## config.mk

```make
export PLATFORM = sky130hd
export DESIGN_NAME = sram_b_burst_reader
export DESIGN_NICKNAME = d
export VERILOG_FILES = /design/src/rtl/sram_b_burst_reader_pkg.sv /design/src/rtl/sram_b_rd_fifo.sv /design/src/rtl/sram_b_burst_reader.sv
export SDC_FILE = /design/constraint.sdc
export NUM_CORES = 1
export LEC_CHECK = 0
export BUFFER_PORTS_ARGS = -buffer_cell sky130_fd_sc_hd__clkbuf_2
export CAP_MARGIN = 20
export CORE_MARGIN = 3
export CORE_UTILIZATION = 45
export DETAILED_ROUTE_END_ITERATION = 8
export PLACE_DENSITY = 0.66
export SKIP_CTS_REPAIR_TIMING = 1
export SYNTH_ARGS = -nofsm -noshare
export SYNTH_HDL_FRONTEND = slang
export SYNTH_SLANG_ARGS = --single-unit
```

## constraint.sdc

```tcl
create_clock -name CLK -period 7.4 [get_ports CLK]
set_clock_uncertainty 0.1 [all_clocks]
set_input_delay 1.48 -clock CLK [delete_from_list [all_inputs] [get_ports CLK]]
set_output_delay 1.48 -clock CLK [all_outputs]
set_load 0.01 [all_outputs]
```

## src/rtl/sram_b_burst_reader_pkg.sv

```systemverilog
// Shared definitions for the SRAM burst reader: default widths and FSM encoding.
package sram_b_burst_reader_pkg;

  localparam int ABITS_DEF = 19;
  localparam int DBITS_DEF = 8;

  typedef enum logic {
    IDLE  = 1'b0,
    BURST = 1'b1
  } state_t;

endpackage

```

## src/rtl/sram_b_rd_fifo.sv

```systemverilog
// Synchronous FIFO of {last, data}; registered pointers, combinational first-word read.
module sram_b_rd_fifo #(
  parameter int W     = 9,
  parameter int DEPTH = 4
) (
  input  logic                     clk,
  input  logic                     rst,
  input  logic                     wr_en,
  input  logic [W-1:0]             wr_data,
  input  logic                     rd_en,
  output logic [W-1:0]             rd_data,
  output logic [$clog2(DEPTH):0]   count,
  output logic                     empty
);

  localparam int PW = $clog2(DEPTH);

  logic [W-1:0] mem [DEPTH];
  logic [PW:0]  wr_ptr;
  logic [PW:0]  rd_ptr;

  // Pointers carry one extra wrap bit so full and empty are distinguishable.
  always_ff @(posedge clk) begin
    if (rst) begin
      wr_ptr <= '0;
      rd_ptr <= '0;
    end else begin
      if (wr_en) wr_ptr <= wr_ptr + 1'b1;
      if (rd_en) rd_ptr <= rd_ptr + 1'b1;
    end
  end

  always_ff @(posedge clk) begin
    if (wr_en) mem[wr_ptr[PW-1:0]] <= wr_data;
  end

  assign rd_data = mem[rd_ptr[PW-1:0]];
  assign count   = wr_ptr - rd_ptr;
  assign empty   = (wr_ptr == rd_ptr);

endmodule

```

## src/rtl/sram_b_burst_reader.sv

```systemverilog
// Burst read front end: turns (base, length) descriptors into one SRAM read per cycle
// and returns the bytes as a valid/ready stream, issuing only against free FIFO credit.
module sram_b_burst_reader
  import sram_b_burst_reader_pkg::*;
#(
  parameter int ABITS      = ABITS_DEF,
  parameter int DBITS      = DBITS_DEF,
  parameter int FIFO_DEPTH = 4
) (
  input  logic             CLK,
  input  logic             RST,
  input  logic             req_valid,
  output logic             req_ready,
  input  logic [ABITS-1:0] req_addr,
  input  logic [ABITS-1:0] req_len,
  output logic             CE1,
  output logic [ABITS-1:0] A1,
  input  logic [DBITS-1:0] Q1,
  output logic             out_valid,
  input  logic             out_ready,
  output logic [DBITS-1:0] out_data,
  output logic             out_last,
  output logic             busy,
  output state_t           fsm_state
);

  // Handshakes: a transfer happens on a rising edge where valid & ready are both 1;
  // a producer holds valid and payload stable until that edge.

  localparam int CW = $clog2(FIFO_DEPTH) + 1;

  state_t           state;
  state_t           next_state;
  logic [ABITS-1:0] cur_addr;
  logic [ABITS-1:0] remaining;
  logic [ABITS-1:0] a1_hold;
  logic             inflight;
  logic             inflight_last;
  logic             issue;
  logic             last_issue;
  logic [CW:0]      used;
  logic [CW-1:0]    fifo_count;
  logic             fifo_empty;
  logic [DBITS:0]   fifo_rd;
  logic             pop;

  // Credit includes the read in flight, so a pop only frees space one cycle later.
  assign used       = {1'b0, fifo_count} + {{CW{1'b0}}, inflight};
  assign issue      = (state == BURST) && (32'(used) < FIFO_DEPTH);
  assign last_issue = issue && (remaining == '0);

  always_comb begin
    next_state = state;
    req_ready  = 1'b0;
    case (state)
      IDLE: begin
        req_ready = 1'b1;
        if (req_valid) next_state = BURST;
      end
      BURST: begin
        if (last_issue) next_state = IDLE;
      end
      default: next_state = IDLE;
    endcase
  end

  always_ff @(posedge CLK) begin
    if (RST) begin
      state         <= IDLE;
      cur_addr      <= '0;
      remaining     <= '0;
      a1_hold       <= '0;
      inflight      <= 1'b0;
      inflight_last <= 1'b0;
    end else begin
      state <= next_state;
      if (req_valid && req_ready) begin
        cur_addr  <= req_addr;
        remaining <= req_len;
      end
      if (issue) begin
        cur_addr  <= cur_addr + 1'b1;
        remaining <= remaining - 1'b1;
        a1_hold   <= cur_addr;
      end
      inflight      <= issue;
      inflight_last <= last_issue;
    end
  end

  assign CE1 = issue;
  assign A1  = issue ? cur_addr : a1_hold;

  sram_b_rd_fifo #(
    .W     (DBITS + 1),
    .DEPTH (FIFO_DEPTH)
  ) u_fifo (
    .clk     (CLK),
    .rst     (RST),
    .wr_en   (inflight),
    .wr_data ({inflight_last, Q1}),
    .rd_en   (pop),
    .rd_data (fifo_rd),
    .count   (fifo_count),
    .empty   (fifo_empty)
  );

  assign out_valid = !fifo_empty;
  assign pop       = out_valid && out_ready;
  assign out_data  = out_valid ? fifo_rd[DBITS-1:0] : '0;
  assign out_last  = out_valid && fifo_rd[DBITS];
  assign busy      = (state == BURST) || inflight || !fifo_empty;
  assign fsm_state = state;

endmodule

```

==> results of run 1 <==
[where the power goes]
| part | total (µW) | switching, µW | internal, µW | leakage (µW) |
|---|---|---|---|---|
| Combinational | 249 | 145 | 105 | 0.00113 |
| Clock | 338 | 206 | 132 | 0.0000957 |
| Sequential | 661 | 36.5 | 625 | 0.000883 |
[cell families after synthesis]
family | share of synthesized area (%)
simple gates | 21.9
compound gates | 13.6
flops | 51.8
fa+ha+maj | 2.81
mux | 5.20
xor+xnor | 1.41
buf+inv | 3.24
[cells in the mapped netlist (4+ instances only)]
cell type  instances  area (µm²)
o211ai_1           5        37.5
nor4_1             9        56.3
nor3_1             8        40.0
or2_2              4        25.0
clkbuf_1          20        75.1
and2_1            16         100
dfxtp_1           68        1360
ha_1               9         113
mux4_2             9         203
buf_1              4        15.0
nor2b_1            4        25.0
nand4_1            5        31.3
nand3_1           15        75.1
edfxtp_1          36        1080
a21oi_1           38         190
a311oi_1           4        35.0
or4_1              6        45.0
and3_1             4        25.0
nor2_1            33         124
inv_1             10        37.5
o21ai_0           15        75.1
o311ai_0           7        61.3
nand2_1           92         345
a31oi_1           15        93.8
or3_1             10        62.6
[worst max-delay path, cell delays in order (launching register included)]
cell and delay (ns):
dfxtp_1 0.42, inv_1 0.12, ha_1 0.19, inv_1 0.07, fa_1 0.39, and3b_1 0.19, or3_4 0.54, inv_2 0.55
nand2_1 0.15, nand2_1 0.12, clkbuf_2 0.14
[through the flow]
stage	utilization (%)	power (µW)
after floorplan	-	841
after global routing	54.3	1320
after global placement	52.2	918
final	54.3	1250
after detailed placement	52.2	923
after CTS	54.0	1260
[worst min path at each step]
stage / from / endpoint / cells after the start
floorplan: inflight_last / u_fifo.mem[0][8] / 0
detailed placement: a1_hold[7] / a1_hold[7] / 2
global placement: a1_hold[1] / a1_hold[1] / 2
global route: a1_hold[10] / a1_hold[10] / 2
CTS: a1_hold[7] / a1_hold[7] / 2
finish: a1_hold[6] / a1_hold[6] / 2
[flip-flops by register name (all words and copies together), names as in the netlist, named ones only]
| signal | count |
|---|---|
| u_fifo.mem | 36 |
| a1_hold | 19 |
| cur_addr | 19 |
| remaining | 19 |
| u_fifo.rd_ptr | 3 |
| u_fifo.wr_ptr | 3 |
| fsm_state | 1 |
| inflight | 1 |
| inflight_last | 1 |
[routing by layer]
layer	global-route usage, %	wire [µm]	vias to the layer above
met1	24.2	4830	1747
li1	-	-	1915
met2	32.1	5010	98
met5	0	0	-
met3	4.24	558	12
met4	4.78	102	0
[final cells by class]
| cell class | instances | area (µm²) | area share, % |
|---|---|---|---|
| Clock inverter | 6 | 57.6 | 1.06 |
| Multi-Input combinational cell | 347 | 2120 | 39.2 |
| Tap cell | 133 | 166 | 3.08 |
| Clock buffer | 10 | 128 | 2.36 |
| Timing Repair Buffer | 85 | 453 | 8.38 |
| Inverter | 11 | 41.3 | 0.764 |
| Sequential cell | 104 | 2440 | 45.2 |
==> impl_metrics.csv, run 1 <==
group,metric,value,unit
clock_tree,clock_latency,0.36,ns
setup_path,worstSetupStartpointType,"register",
routing,via_per_inst,5.42,
clock_tree,cts.sinks,104,
floorplanning,rows,36,
logic_synthesis,syn_inst,489,
flow_run,max-cap-violations,0,
layout,fin_nets,618,
logic_synthesis,synth_nets,549,
sta,min_period,4.83,ns
sta,fin_crit_sh,65.3,%
routing,firstDrtPassIters,4,
floorplanning,die_width,108,µm
placement,dp_slack,2.98,ns
sta,rsz0062_at_grt,"no",
layout,final_layout_size_suffix_gt1_share,21.0,%
floorplanning,core-area,0.00995,mm²
clock_tree,numCtsBuffers,9,
routing,wire_per_inst,15.1,µm
floorplanning,die-area,0.0117,mm²
sta,setup-violations-final,0,
setup_path,cp_max_fo,48,
min_path,hold_path_class,"reg2reg",
placement,placedCellCount,679,
logic_synthesis,ys_seq_area_share,51.8,%
placement,port_buffers,82,
layout,finalNonFillerCells,696,
setup_path,cp.arrival,3.25,ns
grt,antenna_found_initial,0,
grt,grt_remaining_overflow,0,
clock_tree,cts-root-buf,"clkbuf_8",
logic_synthesis,synth-async-reset-ratio,0,%
logic_synthesis,syn_area,0.00471,mm²
layout,nFillCells,945,
sta,tightest_slew,0.881,ns
grt,grt_pass1_wl,17600,µm
setup_path,reg2reg_from,"u_fifo.wr_ptr[0]",
clock_tree,htreeDepth,3,
setup_path,end_kind,"output port",
grt,grt_pass1_vias,3660,
sta,setup_ws,2.57,ns
sta,fin_tns_setup,0,ns
clock_tree,cts_tree,"yes",
setup_path,crit_required,5.82,ns
routing,drc_errors,0,
layout,area_growth,14.8,%
routing,routed_wl,10500,µm
sta,maxSlewHeadroom,40.7,%
sta,hold_ws,0.372,ns
setup_path,r2r_end,"remaining[16]",
logic_synthesis,yosys_register_bits,104,
setup_path,endpoint,"A1[0]",
layout,diodes,0,
grt,grt_max_degree,70,
sta,hold_viol,0,
layout,layout_common_cells,"92 x nand2_1, 82 x clkbuf_2, 68 x dfxtp_1",
logic_synthesis,syn_area_per_cell,9.64,µm²
placement,gp_congestion,0.831,
logic_synthesis,yosysWarnings,0,
setup_path,reg2reg_depth,10,
clock_tree,clk_pin_slew_worst_paths,0.10,ns
placement,dpl_cell_area,0.00519,mm²
routing,num_vias,3772,
logic_synthesis,synthFlopType,"dfxtp_1",
routing,drt-initial-drc-count,148,
floorplanning,start_util,47.3,%
setup_path,r2r_slack,3.83,ns
logic_synthesis,ys_types,51,
setup_path,crit_path_start,"u_fifo.wr_ptr[0]",
placement,dp_hpwl,7130,µm
routing,postRouteAntennaNets,0,
setup_path,path_class,"reg2out",
power,ir_worst_vdd,0.110,mV
clock_tree,cts.path.max_buffers,2,
outcome,outcome,"finished, final reports clean",
sta,slew_violations,0,
floorplanning,ios,83,
floorplanning,fp.dieH,108,µm
power,p_per_area,231,mW/mm²
power,p_leak,0.00211,µW
grt,grtUsageTotal,18.8,%
layout,mostFrequentLayoutCell,"nand2_1",
sta,max_freq,0.207,GHz
logic_synthesis,synth_edf_count,36,
layout,design_area,0.00541,mm²
Power figures use the tool's default switching activity.
==> run 2, diff against run 1 <==
- ABC_AREA: not set -> 1
- PLACE_DENSITY: 0.66 -> 0.68
- clock period: 7.4 -> 3.9 ns (I/O delays scaled with it)
==> run 2 against run 1 <==
  * Cell area grew 13%
  * Worst setup slack lost 2.2 ns
  * Clock-buffer cell count is the same
  * Synthesized area grew 14%
  * Worst hold slack lost 0.0080 ns
  * Synthesized cell count grew 48%
  * Die area grew 13%
  * Highest routed layer unchanged
==> impl_metrics.csv, run 2 <==
group,metric,value,unit
power,p_comb_share,31.2,%
layout,final_layout_size_suffix_gt1_share,16.5,%
setup_path,cp_slowest_stage_delay,0.48,ns
power,p_leak,0.00274,µW
routing,wire_per_inst,14.0,µm
clock_tree,cts-root-buf,"clkbuf_16",
min_path,hold_path_class,"reg2reg",
layout,diodes,0,
layout,multiInputGateArea,0.00247,mm²
power,power.internal,2130,µW
flow_run,max-cap-violations,0,
clock_tree,cts.sinks,104,
routing,num_vias,4867,
setup_path,crit_chain,"inv_1, ha_1, inv_1, fa_1, nand2_1, nand2_2, inv_2, nand2_4, nor2_1, a21oi_1, clkbuf_2",
grt,grt_pass1_vias,4593,
layout,area_growth,14.0,%
routing,drt-initial-drc-count,329,
grt,antenna_found_initial,0,
placement,gp_congestion,0.853,
logic_synthesis,synth.most_common_cell,"nand2_1",
placement,port_buffers,82,
logic_synthesis,synthFlopType,"dfxtp_1",
logic_synthesis,synth.area.top_cells,"dfxtp_1 25%, edfxtp_1 20%, nand2_1 12%, nor2_1 6.9%, a21oi_1 5.0%",
sta,max_freq,0.281,GHz
setup_path,crit_required,3.02,ns
logic_synthesis,syn_inst,722,
grt,grt_remaining_overflow,0,
power,pwr-share-clk,28.2,%
clock_tree,htreeDepth,3,
power,net-switching-power,1210,µW
clock_tree,clk_pin_slew_worst_paths,0.07,ns
setup_path,cpLargestDelayFamily,"simple AND/OR/NAND/NOR gates",
grt,grt_pass1_wl,21500,µm
layout,nFillCells,1123,
routing,firstDrtPassIters,5,
sta,setup-violations-final,0,
logic_synthesis,yosys_register_bits,104,
sta,tightest_slew,0.713,ns
logic_synthesis,synth_top_area_share,25.3,%
floorplanning,die_width,115,µm
layout,seq_area,0.00244,mm²
floorplanning,fp.dieH,115,µm
logic_synthesis,yosysWarnings,0,
floorplanning,ios,83,
sta,slew_violations,0,
routing,routed_wl,13100,µm
logic_synthesis,synth-async-reset-ratio,0,%
logic_synthesis,synth_nets,782,
clock_tree,clock_latency,0.35,ns
sta,maxSlewHeadroom,52.4,%
power,ir_worst_vdd,0.311,mV
routing,postRouteAntennaNets,0,
clock_tree,cts_tree,"yes",
setup_path,cp_num_buf_inv,4,
grt,grt_max_degree,60,
setup_path,cp_max_fo,59,
setup_path,end_kind,"output port",
sta,hold_viol,0,
clock_tree,cts.path.max_buffers,2,
logic_synthesis,ys_seq_area_share,45.4,%
routing,via_per_inst,5.19,
setup_path,path_common_cell,"inv_1",
sta,fin_crit_sh,91.3,%
setup_path,worstSetupStartpointType,"register",
logic_synthesis,synth.top_cells.by_count,"176 x nand2_1, 99 x nor2_1, 69 x inv_1, 68 x dfxtp_1, 54 x a21oi_1",
sta,rsz0062_at_grt,"no",
logic_synthesis,yosys.area.top_type,"dfxtp_1",
outcome,outcome,"finished, final reports clean",
grt,grtUsageTotal,20.3,%
routing,drc_errors,0,
layout,design_area,0.00613,mm²
logic_synthesis,ys_types,35,
placement,dpl_cell_area,0.00582,mm²
power,p_sw_share,36.3,%
layout,mostFrequentLayoutCell,"nand2_1",
floorplanning,die-area,0.0133,mm²
layout,layout_common_cells,"176 x nand2_1, 99 x nor2_1, 82 x clkbuf_2",
setup_path,path_class,"reg2out",
setup_path,cp.arrival,2.68,ns
layout,largest_register_ffs,36,
setup_path,slowest_stage,"fa_1",
placement,dp_hpwl,9070,µm
sta,min_period,3.56,ns
logic_synthesis,syn_area_per_cell,7.45,µm²
floorplanning,start_util,46.5,%
layout,fin_nets,849,
floorplanning,core-area,0.0116,mm²
sta,fin_tns_setup,0,ns
power,seqPwrFrac,40.7,%
logic_synthesis,syn_area,0.00538,mm²
power,p_per_area,546,mW/mm²
floorplanning,rows,39,
logic_synthesis,synth_edf_count,36,
clock_tree,numCtsBuffers,9,
run 2: changes by cell type after synthesis, sizes merged, moves of 11 or more:
cell,change
inv,+63
or3,-11
and2,-16
o21ai,+46
a21oi,+16
nand3,+27
nand2,+90
buf,+11
nor2,+73
run 2: final timing paths:
| path | endpoint | slack, ns | cells past startpoint | start |
|---|---|---|---|---|
| min reg2reg | a1_hold[15] | 0.36 | 2 | a1_hold[15] |
| max reg2reg | remaining[1] | 0.89 | 15 | u_fifo.wr_ptr[0] |
| min | a1_hold[15] | 0.36 | 2 | a1_hold[15] |
| max | A1[0] | 0.34 | 11 | u_fifo.wr_ptr[0] |
run 2: routing by layer:
layer / track usage (%) / share of wire [%] / vias to the layer above
met5: 0 / 0 / -
met4: 8.22 / 1.5 / 0
met3: 3.63 / 5.0 / 14
met2: 34.6 / 49 / 131
met1: 25.5 / 44 / 2245
li1: - / - / 2477
run 2: through the flow:
stage | hold slack, ns | total power [µW] | util, % | cells | worst slack [ns]
after floorplan | 0.337 | 2130 | - | 722 | 1.14
after global placement | 0.352 | 2390 | 50.3 | 921 | 0.811
after detailed placement | 0.355 | 2430 | 50.3 | 921 | 0.711
after CTS | 0.368 | 3370 | 53.0 | 937 | 0.314
after global routing | 0.394 | 3570 | 53.0 | 937 | 0.0805
final | 0.364 | 3350 | 53.0 | 937 | 0.338
run 2: cell type report:
type	count	share of cell area, %
well taps	143	2.92
clock inverters	6	1.18
flip-flops and latches	104	39.8
inverters	77	4.80
multi-input cells	512	40.3
clock buffers	10	3.90
repair buffers	85	7.06
run 2: cells by family (layout without fill, tap and decap cells):
family          Yosys count  after routing  share of synthesized area (%)
compound gates          132            132                           13.3
flops                   104            104                           45.4
simple gates            358            358                           28.2
xor+xnor                 12             12                           1.95
buf+inv                 106            178                           8.67
fa+ha+maj                10             10                           2.47
run 2: worst min-delay path, cell delays in order (launching register included):
cell	delay, ns
dfxtp_1	0.30
inv_1	0.06
a211oi_1	0.06
run 2: power by group through the flow:
| stage | combinational [µW] | sequential (µW) | clock, µW |
|---|---|---|---|
| floorplan | 797 | 1330 | 0 |
| global placement | 1010 | 1380 | 0 |
| detailed placement | 1040 | 1380 | 0 |
| CTS | 1050 | 1360 | 961 |
| global route | 1190 | 1380 | 1010 |
| finish | 1040 | 1360 | 943 |
==> run 3, diff against run 2 <==
- CORE_UTILIZATION: 45 -> 57
- PLACE_DENSITY: 0.68 -> 0.8
- clock period: 3.9 -> 3.87 ns (I/O delays scaled with it)
==> run 3 against run 2 <==
  * Die area decreased by 20%
  * Clock-buffer cell count decreased by 1
  * Sequential share of layout area increased by 1.0 points
  * Sequential power about the same
  * Worst setup slack improved by 0.018 ns
  * Flip-flop and latch count unchanged
  * Critical path type unchanged
  * Cell area decreased by 2.5%
  * First-iteration DRC count decreased by 2.7%
  * Cell count decreased by 3.6%
  * Worst hold slack improved by 0.0066 ns
  * Combinational power about the same
==> impl_metrics.csv, run 3 (synthesized netlist as in run 2, its figures left out) <==
group,metric,value,unit
layout,mostFrequentLayoutCell,"nand2_1",
setup_path,cp_max_fo,23,
layout,largest_register_ffs,36,
min_path,hold_path_class,"reg2reg",
setup_path,path_class,"reg2out",
setup_path,reg2reg_depth,14,
placement,port_buffers,82,
sta,fin_tns_setup,0,ns
floorplanning,ios,83,
floorplanning,die_width,103,µm
setup_path,cpLargestDelayFamily,"simple AND/OR/NAND/NOR gates",
routing,wire_per_inst,13.5,µm
sta,hold_ws,0.370,ns
floorplanning,fp.dieH,103,µm
routing,firstDrtPassIters,5,
clock_tree,cts.path.max_buffers,2,
sta,min_period,3.51,ns
sta,tightest_slew,0.670,ns
routing,postRouteAntennaNets,0,
routing,drt-initial-drc-count,320,
setup_path,slowest_stage,"nor2_4",
routing,routed_wl,12200,µm
power,p_per_area,516,mW/mm²
routing,num_vias,4847,
power,p_leak,0.00269,µW
flow_run,max-cap-violations,0,
power,ir_worst_vdd,0.254,mV
min_path,hold_depth,2,
layout,area_growth,11.1,%
clock_tree,cts-root-buf,"clkbuf_8",
routing,via_per_inst,5.37,
sta,rsz0062_at_grt,"no",
clock_tree,clock_latency,0.37,ns
placement,dp_hpwl,8580,µm
clock_tree,cts.sinks,104,
sta,fin_crit_sh,90.8,%
floorplanning,core-area,0.00893,mm²
setup_path,cp.arrival,2.64,ns
sta,hold_viol,0,
setup_path,end_kind,"output port",
setup_path,r2r_slack,1.12,ns
outcome,outcome,"finished, final reports clean",
grt,grt_pass1_wl,19900,µm
floorplanning,die-area,0.0106,mm²
sta,maxSlewHeadroom,55.3,%
grt,grt_remaining_overflow,0,
layout,layout_common_cells,"176 x nand2_1, 99 x nor2_1, 82 x clkbuf_2",
setup_path,path_common_cell,"inv_1",
sta,setup-violations-final,0,
layout,diodes,0,
grt,grtUsageTotal,23.5,%
setup_path,worstSetupStartpointType,"register",
clock_tree,clk_pin_slew_worst_paths,0.11,ns
setup_path,r2r_end,"remaining[1]",
setup_path,crit_chain,"inv_1, ha_1, inv_1, fa_1, nand2_1, nand2_2, nor2_4, or2_2, o21ai_1, inv_1, clkbuf_2",
setup_path,crit_required,3.00,ns
clock_tree,cts_tree,"yes",
setup_path,reg2reg_from,"u_fifo.wr_ptr[0]",
layout,fin_nets,850,
clock_tree,htreeDepth,3,
setup_path,cp_slowest_stage_delay,0.45,ns
layout,final_layout_size_suffix_gt1_share,16.6,%
grt,grt_max_degree,53,
setup_path,cp_num_buf_inv,4,
grt,antenna_found_initial,0,
layout,utilization,66.9,%
min_path,holdCritStartpoint,"a1_hold[17]",
min_path,min_to,"a1_hold[17]",
floorplanning,rows,34,
placement,gp_congestion,0.910,
clock_tree,numCtsBuffers,9,
grt,grt_pass1_vias,4500,
sta,slew_violations,0,
routing,drc_errors,0,
floorplanning,start_util,60.2,%
sta,max_freq,0.285,GHz
[run 3: cell types whose count changed in the layout (fill, tap and decap cells not counted), sizes merged]
| cell | before | now |
|---|---|---|
| bufinv | 1 | 0 |
| clkinvlp | 1 | 3 |
| buf | 3 | 4 |
| clkbuf | 92 | 91 |
[run 3: worst min-delay path, stage by stage, from the launching register on]
cell and delay (ns):
dfxtp_1 0.32, inv_1 0.06, a211oi_1 0.06
[run 3: how the worst max path moves through the flow]
| stage | to | from | depth (start not counted) |
|---|---|---|---|
| finish | A1[9] | u_fifo.wr_ptr[0] | 11 |
| global route | A1[0] | u_fifo.wr_ptr[0] | 11 |
| CTS | A1[9] | u_fifo.wr_ptr[0] | 11 |
| detailed placement | A1[18] | u_fifo.wr_ptr[0] | 11 |
| global placement | A1[9] | u_fifo.wr_ptr[0] | 11 |
| floorplan | A1[11] | u_fifo.wr_ptr[0] | 12 |
[run 3: power by group]
| part | total, µW | internal, µW | switching [µW] |
|---|---|---|---|
| sequential | 1370 | 1250 | 124 |
| clock | 667 | 253 | 414 |
| combinational | 1050 | 378 | 668 |
[run 3: metal layers]
layer  track usage [%]  routed length (µm)  vias to the layer above
met5                 0                   0                        -
met4              7.67                 146                        0
met3              3.72                 711                       17
met2              42.3                6010                      157
met1              28.4                5360                     2196
li1                  -                   -                     2477
[run 3: metrics by stage]
| stage | cells | total power [µW] | area (µm²) | setup WS (ns) |
|---|---|---|---|---|
| 2_1_floorplan | 722 | 2140 | 5380 | 1.12 |
| 3_3_place_gp | 887 | 2400 | 5780 | 0.830 |
| 3_5_place_dp | 887 | 2440 | 5780 | 0.781 |
| 5_1_grt | 903 | 3310 | 5980 | 0.0862 |
| 4_1_cts | 903 | 3100 | 5980 | 0.350 |
| 6_report | 903 | 3080 | 5980 | 0.356 |
[run 3: cell type report]
class | count | area, µm²
clock inverter | 7 | 72.6
tap | 108 | 135
clock buffer | 9 | 124
fill | 759 | 2950
inverter | 77 | 294
multi-input combinational | 512 | 2470
sequential | 104 | 2440
timing repair buffer | 86 | 440
